File: config.mk
export PLATFORM = sky130hd
export DESIGN_NAME = watch_timekeeper
export DESIGN_NICKNAME = d
export VERILOG_FILES = /design/src/rtl/watch_timekeeper.sv
export SDC_FILE = /design/constraint.sdc
export NUM_CORES = 1
export LEC_CHECK = 0
export CAP_MARGIN = 0
export CORE_MARGIN = 2
export CORE_UTILIZATION = 56
export DETAILED_ROUTE_END_ITERATION = 16
export PLACE_DENSITY_LB_ADDON = 0.1
export SLEW_MARGIN = 20
export SYNTH_ARGS = -nofsm -noshare
export SYNTH_HDL_FRONTEND = slang
export SYNTH_SLANG_ARGS = --single-unit
File: constraint.sdc
create_clock -name clk -period 12.75 [get_ports clk]
set_clock_uncertainty 0.05 [all_clocks]
set_input_delay 2.55 -clock clk [delete_from_list [all_inputs] [get_ports clk]]
set_output_delay 2.55 -clock clk [all_outputs]
set_load 0.1 [all_outputs]
File: src/rtl/watch_timekeeper.sv
// Watch timekeeper: debounced keys, HH:MM:SS counting, 12/24-hour display,
// edit state machine and daily alarm, all outputs registered as BCD digits.
module watch_timekeeper #(
  parameter int CLK_FRE  = 27_000_000,
  parameter int DEB_CYC  = 540_000,
  parameter int MODE24   = 1,
  parameter int RING_SEC = 30
) (
  input  logic       clk,
  input  logic       rst,
  input  logic [2:0] key,
  output logic [3:0] hour_h,
  output logic [3:0] hour_l,
  output logic [3:0] min_h,
  output logic [3:0] min_l,
  output logic [3:0] sec_h,
  output logic [3:0] sec_l,
  output logic       pm,
  output logic       sec_led,
  output logic [2:0] state_flag,
  output logic       alarm_on,
  output logic       ring
);

  localparam int PW = $clog2(CLK_FRE + 1);
  localparam int DW = $clog2(DEB_CYC + 1);
  localparam int RW = $clog2(RING_SEC + 1);

  typedef enum logic [2:0] {RUN = 3'd0, SET_H = 3'd1, SET_M = 3'd2,
                            SET_AH = 3'd3, SET_AM = 3'd4} state_t;

  function automatic logic [5:0] wrap_inc(input logic [5:0] v, input logic [5:0] top);
    return (v == top) ? 6'd0 : v + 6'd1;
  endfunction

  function automatic logic [7:0] to_bcd(input logic [5:0] v);
    return {4'(v / 6'd10), 4'(v % 6'd10)};
  endfunction

  function automatic logic [5:0] hour12(input logic [4:0] h);
    if (h == 5'd0)       return 6'd12;
    else if (h > 5'd12)  return {1'b0, h - 5'd12};
    else                 return {1'b0, h};
  endfunction

  logic [2:0]    sync1, sync2, last, level, press;
  logic [DW-1:0] deb_cnt [3];

  // Key conditioning: synchronise, then accept a level only after it held DEB_CYC cycles
  always_ff @(posedge clk or posedge rst) begin
    if (rst) begin
      sync1 <= '1;
      sync2 <= '1;
      last  <= '1;
      level <= '1;
      press <= '0;
      for (int i = 0; i < 3; i++) deb_cnt[i] <= '0;
    end else begin
      sync1 <= key;
      sync2 <= sync1;
      last  <= sync2;
      press <= '0;
      for (int i = 0; i < 3; i++) begin
        if (sync2[i] != last[i])
          deb_cnt[i] <= '0;
        else if (deb_cnt[i] != DW'(DEB_CYC - 1))
          deb_cnt[i] <= deb_cnt[i] + 1'b1;
        if (sync2[i] == last[i] && deb_cnt[i] == DW'(DEB_CYC - 1) && last[i] != level[i]) begin
          level[i] <= last[i];
          press[i] <= ~last[i];
        end
      end
    end
  end

  state_t        state;
  logic [PW-1:0] presc;
  logic [4:0]    hour, alarm_hour;
  logic [5:0]    minute, sec, alarm_min;
  logic          alarm_en, ringing;
  logic [RW-1:0] ring_cnt;

  logic       tick, consume, mode_p, inc_p, tog_p, hold, count, alarm_en_n, alarm_hit;
  logic [5:0] min_next;
  logic [4:0] hour_next, hour_carry;

  always_comb begin
    tick       = (presc == PW'(CLK_FRE - 1));
    consume    = ringing && (press != 3'b000);
    mode_p     = press[0] && !consume;
    inc_p      = press[1] && !consume && !mode_p && (state != RUN);
    tog_p      = press[2] && !consume && !mode_p && (state == RUN);
    hold       = (state == SET_H) || (state == SET_M) || (state == RUN && mode_p);
    count      = tick && !hold;
    alarm_en_n = alarm_en ^ tog_p;
    min_next   = wrap_inc(minute, 6'd59);
    hour_next  = 5'(wrap_inc({1'b0, hour}, 6'd23));
    hour_carry = (minute == 6'd59) ? hour_next : hour;
    alarm_hit  = count && (state == RUN) && alarm_en_n && (sec == 6'd59) &&
                 (min_next == alarm_min) && (hour_carry == alarm_hour);
  end

  // Timekeeping, editing and alarm
  always_ff @(posedge clk or posedge rst) begin
    if (rst) begin
      state      <= RUN;
      presc      <= '0;
      hour       <= '0;
      minute     <= '0;
      sec        <= '0;
      alarm_hour <= 5'd7;
      alarm_min  <= '0;
      alarm_en   <= 1'b0;
      ringing    <= 1'b0;
      ring_cnt   <= '0;
    end else begin
      presc <= (hold || tick) ? '0 : presc + 1'b1;

      if (state == RUN && mode_p) begin
        sec <= '0;
      end else if (count) begin
        sec <= wrap_inc(sec, 6'd59);
        if (sec == 6'd59) begin
          minute <= min_next;
          hour   <= hour_carry;
        end
      end

      if (inc_p) begin
        case (state)
          SET_H:   hour       <= hour_next;
          SET_M:   minute     <= min_next;
          SET_AH:  alarm_hour <= 5'(wrap_inc({1'b0, alarm_hour}, 6'd23));
          SET_AM:  alarm_min  <= wrap_inc(alarm_min, 6'd59);
          default: ;
        endcase
      end

      if (mode_p) begin
        case (state)
          RUN:     state <= SET_H;
          SET_H:   state <= SET_M;
          SET_M:   state <= SET_AH;
          SET_AH:  state <= SET_AM;
          default: state <= RUN;
        endcase
      end

      alarm_en <= alarm_en_n;

      if (consume || (ringing && !alarm_en_n)) begin
        ringing <= 1'b0;
      end else if (ringing && tick) begin
        ring_cnt <= ring_cnt + 1'b1;
        if (ring_cnt == RW'(RING_SEC - 1)) ringing <= 1'b0;
      end else if (alarm_hit) begin
        ringing  <= 1'b1;
        ring_cnt <= '0;
      end
    end
  end

  logic [4:0] disp_hour;
  logic [5:0] disp_min;

  always_comb begin
    disp_hour = (state == SET_AH || state == SET_AM) ? alarm_hour : hour;
    disp_min  = (state == SET_AH || state == SET_AM) ? alarm_min  : minute;
  end

  // Registered display outputs, one cycle behind the internal fields
  always_ff @(posedge clk or posedge rst) begin
    if (rst) begin
      {hour_h, hour_l} <= (MODE24 != 0) ? 8'h00 : 8'h12;
      {min_h, min_l}   <= 8'h00;
      {sec_h, sec_l}   <= 8'h00;
      pm               <= 1'b0;
      sec_led          <= 1'b0;
      state_flag       <= 3'd0;
      alarm_on         <= 1'b0;
      ring             <= 1'b0;
    end else begin
      {hour_h, hour_l} <= to_bcd((MODE24 != 0) ? {1'b0, disp_hour} : hour12(disp_hour));
      {min_h, min_l}   <= to_bcd(disp_min);
      {sec_h, sec_l}   <= to_bcd(sec);
      pm               <= (MODE24 == 0) && (disp_hour >= 5'd12);
      sec_led          <= (presc < PW'(CLK_FRE / 2));
      state_flag       <= state;
      alarm_on         <= alarm_en;
      ring             <= ringing;
    end
  end

endmodule

* After elaboration in Yosys (flattened, before gate mapping)
Cells that the tools add are included.
** Operators by class
- $add $sub $neg :: 10
- Div/mod/pow operators :: 6
- $lt $le $gt $ge :: 1
- Equality and inequality tests :: 29
- Mux-type cells :: 37
- Bitwise logic cells :: 5
- Reductions and logical operators :: 45
** Operators by type and width (count)
- 2-to-1 mux 20 bit :: 6
- 2-to-1 mux 6 bit :: 11
- adder 20 x 1 -> 20 bit, second input constant :: 3
- equality test 20 bit, second input constant :: 3
- != test 20 bit, second input constant :: 3
- 2-to-1 mux 5 bit :: 11
- adder 25 x 1 -> 25 bit, second input constant :: 1
- equality test 25 bit, second input constant :: 1
- less-than comparator 25 x 24 -> 1 bit, second input constant :: 1
- 2-to-1 mux 25 bit :: 1
- logical AND 1 bit :: 23
- adder 6 x 1 -> 6 bit, second input constant :: 3
- equality test 6 bit, second input constant :: 3
- adder 5 x 1 -> 5 bit, second input constant :: 3
- equality test 5 bit, second input constant :: 3
- divider 6 x 4 -> 6 bit, second input constant :: 2
- modulo 6 x 4 -> 6 bit, second input constant :: 2
- one-hot mux 3 bit (4 select lines) :: 1
- nonzero test 2 bit :: 5
- nonzero test 3 bit :: 3
- AND reduction 2 bit :: 4
- 2-to-1 mux 1 bit :: 7
- divider 5 x 4 -> 6 bit, second input constant :: 1
- equality test 3 x 2 -> 1 bit, second input constant :: 2
- other kinds (13) :: 30
** Storage, ports and cells
- Register bits after elaboration :: 168
- Bits of input ports :: 5

* Longest topological paths before layout
Gate-level depths: netlist (run 1).
- Depth after elaboration :: 16
- Mapped depth :: 15
- Mapped depth without buffers :: 13

* Least setup slack after synthesis (run 1)
Ideal clock, no wire load.
- Path kind :: register to output
- From :: register alarm_on
- To :: output alarm_on
- Arrival time :: 0.883 ns
- Path slack :: 9.267 ns
- Stages on the path, launching flop included :: 1
- Buffers on the path :: 0
- Path through :: dfrtp_1
** RTL lines
- start: declaration :: line 21 : output logic alarm_on,
- start signal: assignment :: line 189 : alarm_on <= alarm_en;
No word-level cell between the ends.

* Worst setup path after layout (run 1)
- From :: register hour_l[2]
- To :: output hour_l[2]
** RTL lines
- start: declaration :: line 13 : output logic [3:0] hour_l,
- start signal: assignment :: line 174 : {hour_h, hour_l} <= (MODE24 != 0) ? 8'h00 : 8'h12;
- start signal: assignment :: line 183 : {hour_h, hour_l} <= to_bcd((MODE24 != 0) ? {1'b0, disp_hour} : hour12(disp_hour));
No word-level cell between the ends.

==> results of run 1 <==
-- cell usage after synthesis (all sizes together), types with 7 or more instances --
library cell / count
a31oi: 7
nand4: 34
nor2: 127
nor2b: 10
mux2: 10
mux2i: 19
ha: 19
nor3b: 12
inv: 34
a21oi: 39
nor4: 11
dfstp: 15
xnor2: 41
nand2b: 11
nor4b: 7
nand2: 73
buf: 21
or4: 9
dfrtp: 149
or3: 13
o21ai: 60
nand3: 42
and3: 13
xor2: 52
clkbuf: 25
nor3: 21
o31ai: 12
and4: 9
-- power by group --
| part | switching, uW | internal, uW |
|---|---|---|
| logic | 27.8 | 8.49 |
| clock network | 212 | 278 |
| registers | 6.86 | 528 |
-- how the worst max path moves through the flow --
stage	from	endpoint	slack [ns]	cells after the start
floorplan	rst	alarm_en	5.74	1
global placement	rst	hour_l[3]	8.13	3
detailed placement	rst	deb_cnt[54]	8.10	3
CTS	min_h[2]	min_h[2]	8.24	1
global route	sec_l[0]	sec_l[0]	8.22	1
finish	hour_l[2]	hour_l[2]	8.27	1
-- state kept, by name, summed over array words and instances (netlist names), 2 cells and up --
signal and cells:
deb_cnt 60, sync1 3, alarm_hour 5, presc 25, state_flag 3, press 3
sec_h 3, min_l 4, sec 6, ring_cnt 5, hour_h 2, sec_l 4
min_h 3, hour_l 4, level 3, minute 6, hour 5, alarm_min 6
sync2 3, state 3, last 3
-- final cells by class --
class                   count  area share (%)
inverters                  34           1.321
repair buffers             35           3.364
flip-flops and latches    164           41.05
clock inverters            12           1.059
clock buffers              20           4.548
multi-input cells         727           45.96
well taps                 216           2.691
-- layout by cell type (no fill, tap or decap), types with 11 or more instances in the layout --
| cell type | n |
|---|---|
| nand2b_1 | 11 |
| o31ai_1 | 11 |
| dfstp_2 | 15 |
| clkbuf_16 | 17 |
| o21ai_0 | 58 |
| ha_1 | 19 |
| nand2_1 | 72 |
| or3_1 | 13 |
| nand4_1 | 34 |
| nand3_1 | 41 |
| nor2_1 | 127 |
| nor3_1 | 19 |
| dfrtp_1 | 149 |
| mux2i_1 | 19 |
| clkdlybuf4s50_1 | 30 |
| inv_1 | 31 |
| a21oi_1 | 38 |
| and3_1 | 13 |
| nor4_1 | 11 |
| xnor2_1 | 41 |
| xor2_1 | 52 |
| nor3b_1 | 11 |
-- stage by stage --
| step | instance area [um^2] | instances | worst slack (ns) | total power (uW) | hold slack [ns] |
|---|---|---|---|---|---|
| 2_1_floorplan | 9086 | 971 | 5.742 | 571.8 | 0.2952 |
| 3_3_place_gp | 9479 | 1176 | 8.128 | 579.7 | 0.2964 |
| 3_5_place_dp | 9479 | 1176 | 8.100 | 581.7 | 0.2968 |
| 4_1_cts | 10040 | 1208 | 8.244 | 1073 | 0.3066 |
| 5_1_grt | 10040 | 1208 | 8.215 | 1101 | 0.3093 |
| 6_report | 10040 | 1208 | 8.269 | 1061 | 0.3067 |
-- cell families after synthesis --
| kind of cell | after synthesis | synth area share [%] |
|---|---|---|
| xor+xnor | 93 | 8.979 |
| compound gates | 168 | 11.89 |
| flops | 164 | 45.45 |
| mux | 29 | 3.338 |
| buf+inv | 80 | 3.890 |
| fa+ha+maj | 19 | 2.621 |
| other cells | 1 | 0.04134 |
| simple gates | 413 | 23.79 |
-- routing by layer --
metal / vias up / global-route usage (%) / share of wire [%]
li1: 3457 / - / -
met1: 3392 / 30.02 / 48
met2: 109 / 34.53 / 47
met3: 18 / 4.707 / 3.1
met4: 0 / 6.341 / 1.3
met5: - / 0 / 0
==> impl_metrics.yaml, run 1 <==
yosys:
  ys_seq_elements: 164
  synth.largest_area_cell: "dfrtp_1"
  syn_area_um2: 9071
  ys_top_cells_by_area: "dfrtp_1 (41%), nor2_1 (5.3%), xor2_1 (5.0%)"
  ys_seq_area_share_pct: 45.45
  ys_types: 76
  synth_edf_count: 0
  async_flop_share_pct: 100.0
  synth_cells: 967
  avgSynthCellArea_um2: 9.381
  yosysWarnings: 0
  synth_ff_type: "dfrtp_1"
  synth_top_area_share_pct: 41.10
power_and_ir_drop:
  vdd_drop_max_v: 0.00008991
  p_leak_uw: 0.004299
  powerDensity_nw_per_um2: 105.6
worst_setup_path:
  critPathSlowestCell: "clkdlybuf4s50_1"
  crit_family: "buffers and inverters"
  r2r-end: "min_l[3]"
  rr_startpoint: "state[1]"
  path_max_fanout: 1
  r2r_setup_slack_ns: 8.87
  slowest_delay_ns: 1.13
  cp_num_buf_inv: 1
  critPathRequiredTime_ns: 10.15
  endpoint_kind: "primary output"
  critical_path_class: "reg2out"
  rr_worst_depth: 13
  cp.arrival_ns: 1.88
  crit_chain: "clkdlybuf4s50_1"
  crit_path_start_kind: "register"
route:
  vias_per_cell: 5.775
  firstDrtPassIters: 5
  drc: 0
  drt_wl_total_mm: 17.76
  drt_iter0_markers: 481
  wl_per_cell_um: 14.70
  ant_nets: 0
  via_count: 6976
sta:
  period_share_pct: 35.15
  final.setup.tns_ns: 0
  period_minus_slack_ns: 4.481
  max_freq_mhz: 223.1
  worstMarginPinSlew_ns: 1.093
  setup_violations: 0
  relSlewSlack_pct: 27.16
  finalMaxSlewViolations: 0
  rsz0062_at_grt: "false"
  final-hold-violation-count: 0
clocking:
  htree_levels: 4
  clock_tree.buffer_depth: 2
  cts_sinks: 164
  clkSlewWorstSetupHoldPaths_ns: 0.07
  hold_buffers: 0
  cts_tree: "done"
  root_buffer: "clkbuf_16"
  ctsResizeCount: 0
  post_cts_buffers: 0
  worstSkewPairLatency_ns: 0.43
  cts_buffers: 17
layout:
  syn_to_final_growth_pct: 10.70
  n_antenna_cell: 0
  fin_util_pct: 63.22
  layout-drive-gt1-share_pct: 8.165
  seq_area_um2: 4123
  fillers: 1361
  multi_input_area_um2: 4616
  nets: 1003
placed_design:
  port_buffers: 30
  hpwlAfterDp_mm: 11.92
  gp_congestion: 0.8447
floorplanning:
  start_util_pct: 57.10
  core_um2: 15890
  boundaryPins: 36
  die_area_um2: 17230
  die_y_um: 131.3
  num_rows: 46
  die_x_um: 131.3
flow_run:
  drv_cap: 0
min_path:
  whs_path_depth: 0
  min_path_type: "reg2reg"
  min-delay-start: "sync1[1]"
  min_to: "sync2[1]"
outcome:
  status: "finished, final reports clean"
global_routing:
  grt_max_degree: 102
  grt.total_usage_pct: 21.66
  gr-total-overflow: 0
  grt_pass1_vias: 6510
  grt_antenna_before_repair: 0
  grt_pass1_wl_mm: 31.03
(Power assumes the default switching activity.)
==> run 2, diff against run 1 <==
- clock period: 12.75 -> 4.5 ns (I/O delays scaled with it)
==> run 2 against run 1 <==
Against the previous run: global-route usage fell by 0.074 points; core utilization rose by 0.65 points; sequential power rose to 2.8 times the previous value; flip-flop and latch count did not move; critical path depth rose by 12.
==> impl_metrics.yaml, run 2 (same netlist as run 1, synthesis figures left out) <==
clocking:
  ctsResizeCount: 0
  cts_sinks: 164
  cts_buffers: 17
  cts_tree: "done"
  post_cts_buffers: 0
  clkSlewWorstSetupHoldPaths_ns: 0.06
  worstSkewPairLatency_ns: 0.42
  root_buffer: "clkbuf_16"
  clock_tree.buffer_depth: 2
  hold_buffers: 0
  htree_levels: 4
layout:
  layout_common_cells: "dfrtp_1 (149), nor2_1 (127), nand2_1 (72)"
  largest_register_ffs: 60
  reg_top3: "deb_cnt x60, presc x25"
  stdcell_count: 1209
  fin_util_pct: 63.87
  nets: 1005
  seq_area_um2: 4123
  layout-drive-gt1-share_pct: 8.056
  final_common_cell: "dfrtp_1"
  syn_to_final_growth_pct: 11.85
  top_register: "deb_cnt"
  n_antenna_cell: 0
  fillers: 1370
  multi_input_area_um2: 4616
floorplanning:
  start_util_pct: 57.10
  boundaryPins: 36
  die_x_um: 131.3
  core_um2: 15890
  num_rows: 46
  die_y_um: 131.3
  die_area_um2: 17230
global_routing:
  grt.total_usage_pct: 21.59
  grt_pass1_wl_mm: 31.35
  grt_max_degree: 97
  grt_antenna_before_repair: 0
  grt_pass1_vias: 6679
  gr-total-overflow: 0
power_and_ir_drop:
  powerDensity_nw_per_um2: 311.3
  power_uw: 3159
  p_leak_uw: 0.004349
  vdd_drop_max_v: 0.0002496
route:
  drt_wl_total_mm: 17.70
  firstDrtPassIters: 5
  wl_per_cell_um: 14.64
  drt_iter0_markers: 450
  via_count: 7061
  drc: 0
  ant_nets: 0
  vias_per_cell: 5.840
flow_run:
  drv_cap: 0
sta:
  final.setup.tns_ns: 0
  final-hold-violation-count: 0
  period_minus_slack_ns: 3.925
  setup_violations: 0
  worstMarginPinSlew_ns: 0.9773
  period_share_pct: 87.21
  max_freq_mhz: 254.8
  whs_ns: 0.3052
  finalMaxSlewViolations: 0
  relSlewSlack_pct: 34.64
  rsz0062_at_grt: "false"
worst_setup_path:
  critPathRequiredTime_ns: 4.77
  crit_path_start_kind: "register"
  cp.arrival_ns: 4.20
  endpoint_kind: "register"
  critical_path_class: "reg2reg"
  path_max_fanout: 23
outcome:
  status: "finished, final reports clean"
placed_design:
  dpl.cell_count: 1178
  gp_congestion: 0.8513
  port_buffers: 30
  hpwlAfterDp_mm: 11.81
min_path:
  min_path_type: "reg2reg"
-- run 2: cell types whose count changed in the layout (fill, tap and decap cells not counted), sizes merged --
cell      delta
clkbuf       +3
buf          +2
bufinv       +3
clkinvlp     -2
inv          -2
clkinv       -3
-- run 2: final cells by class --
cell class | instances | area share, %
Inverter | 34 | 1.295
Clock inverter | 8 | 1.480
Sequential cell | 164 | 40.63
Clock buffer | 23 | 4.711
Tap cell | 216 | 2.664
Timing Repair Buffer | 37 | 3.724
Multi-Input combinational cell | 727 | 45.49
-- run 2: per-layer routing --
layer  part of all wire, %  global-route usage (%)  vias to the layer above
li1                      -                       -                     3467
met1                    49                   29.96                     3408
met2                    46                   34.53                      160
met3                   3.5                   3.742                       26
met4                   1.7                   7.428                        0
met5                     0                       0                        -
-- run 2: path summary, 6_finish.rpt --
| kind | from | end | slack (ns) | cells after the start |
|---|---|---|---|---|
| setup / recovery | state[1] | min_l[3] | 0.58 | 13 |
| hold / removal | sync1[2] | sync2[2] | 0.31 | 0 |
| setup reg to reg | state[1] | min_l[3] | 0.58 | 13 |
| hold reg to reg | sync1[2] | sync2[2] | 0.31 | 0 |
| max in group asynchronous | rst | last[2] | 3.04 | 3 |
| min in group asynchronous | rst | presc[10] | 0.90 | 3 |
-- run 2: report_power, final --
part / internal, uW / switching, uW
clock network: 972 / 566
registers: 1500 / 19.0
logic: 27.3 / 79.3
total: 2490 / 664
-- run 2: stage by stage --
step	instance area (um^2)	setup WS (ns)
floorplan	9090	1.224
global placement	9518	0.8133
detailed placement	9518	0.7068
CTS	10150	0.6667
global route	10150	0.3465
finish	10150	0.5753
-- run 2: critical path: stages (launching register included) --
cell	delay, ns
dfrtp_1	0.73
nand3b_1	0.23
o21ai_0	0.23
o221a_2	0.41
inv_2	0.11
ha_1	0.42
nor2b_1	0.23
a31oi_1	0.11
a22o_1	0.22
ha_1	0.26
o31a_1	0.31
o211ai_1	0.19
a211oi_1	0.08
o31ai_1	0.24
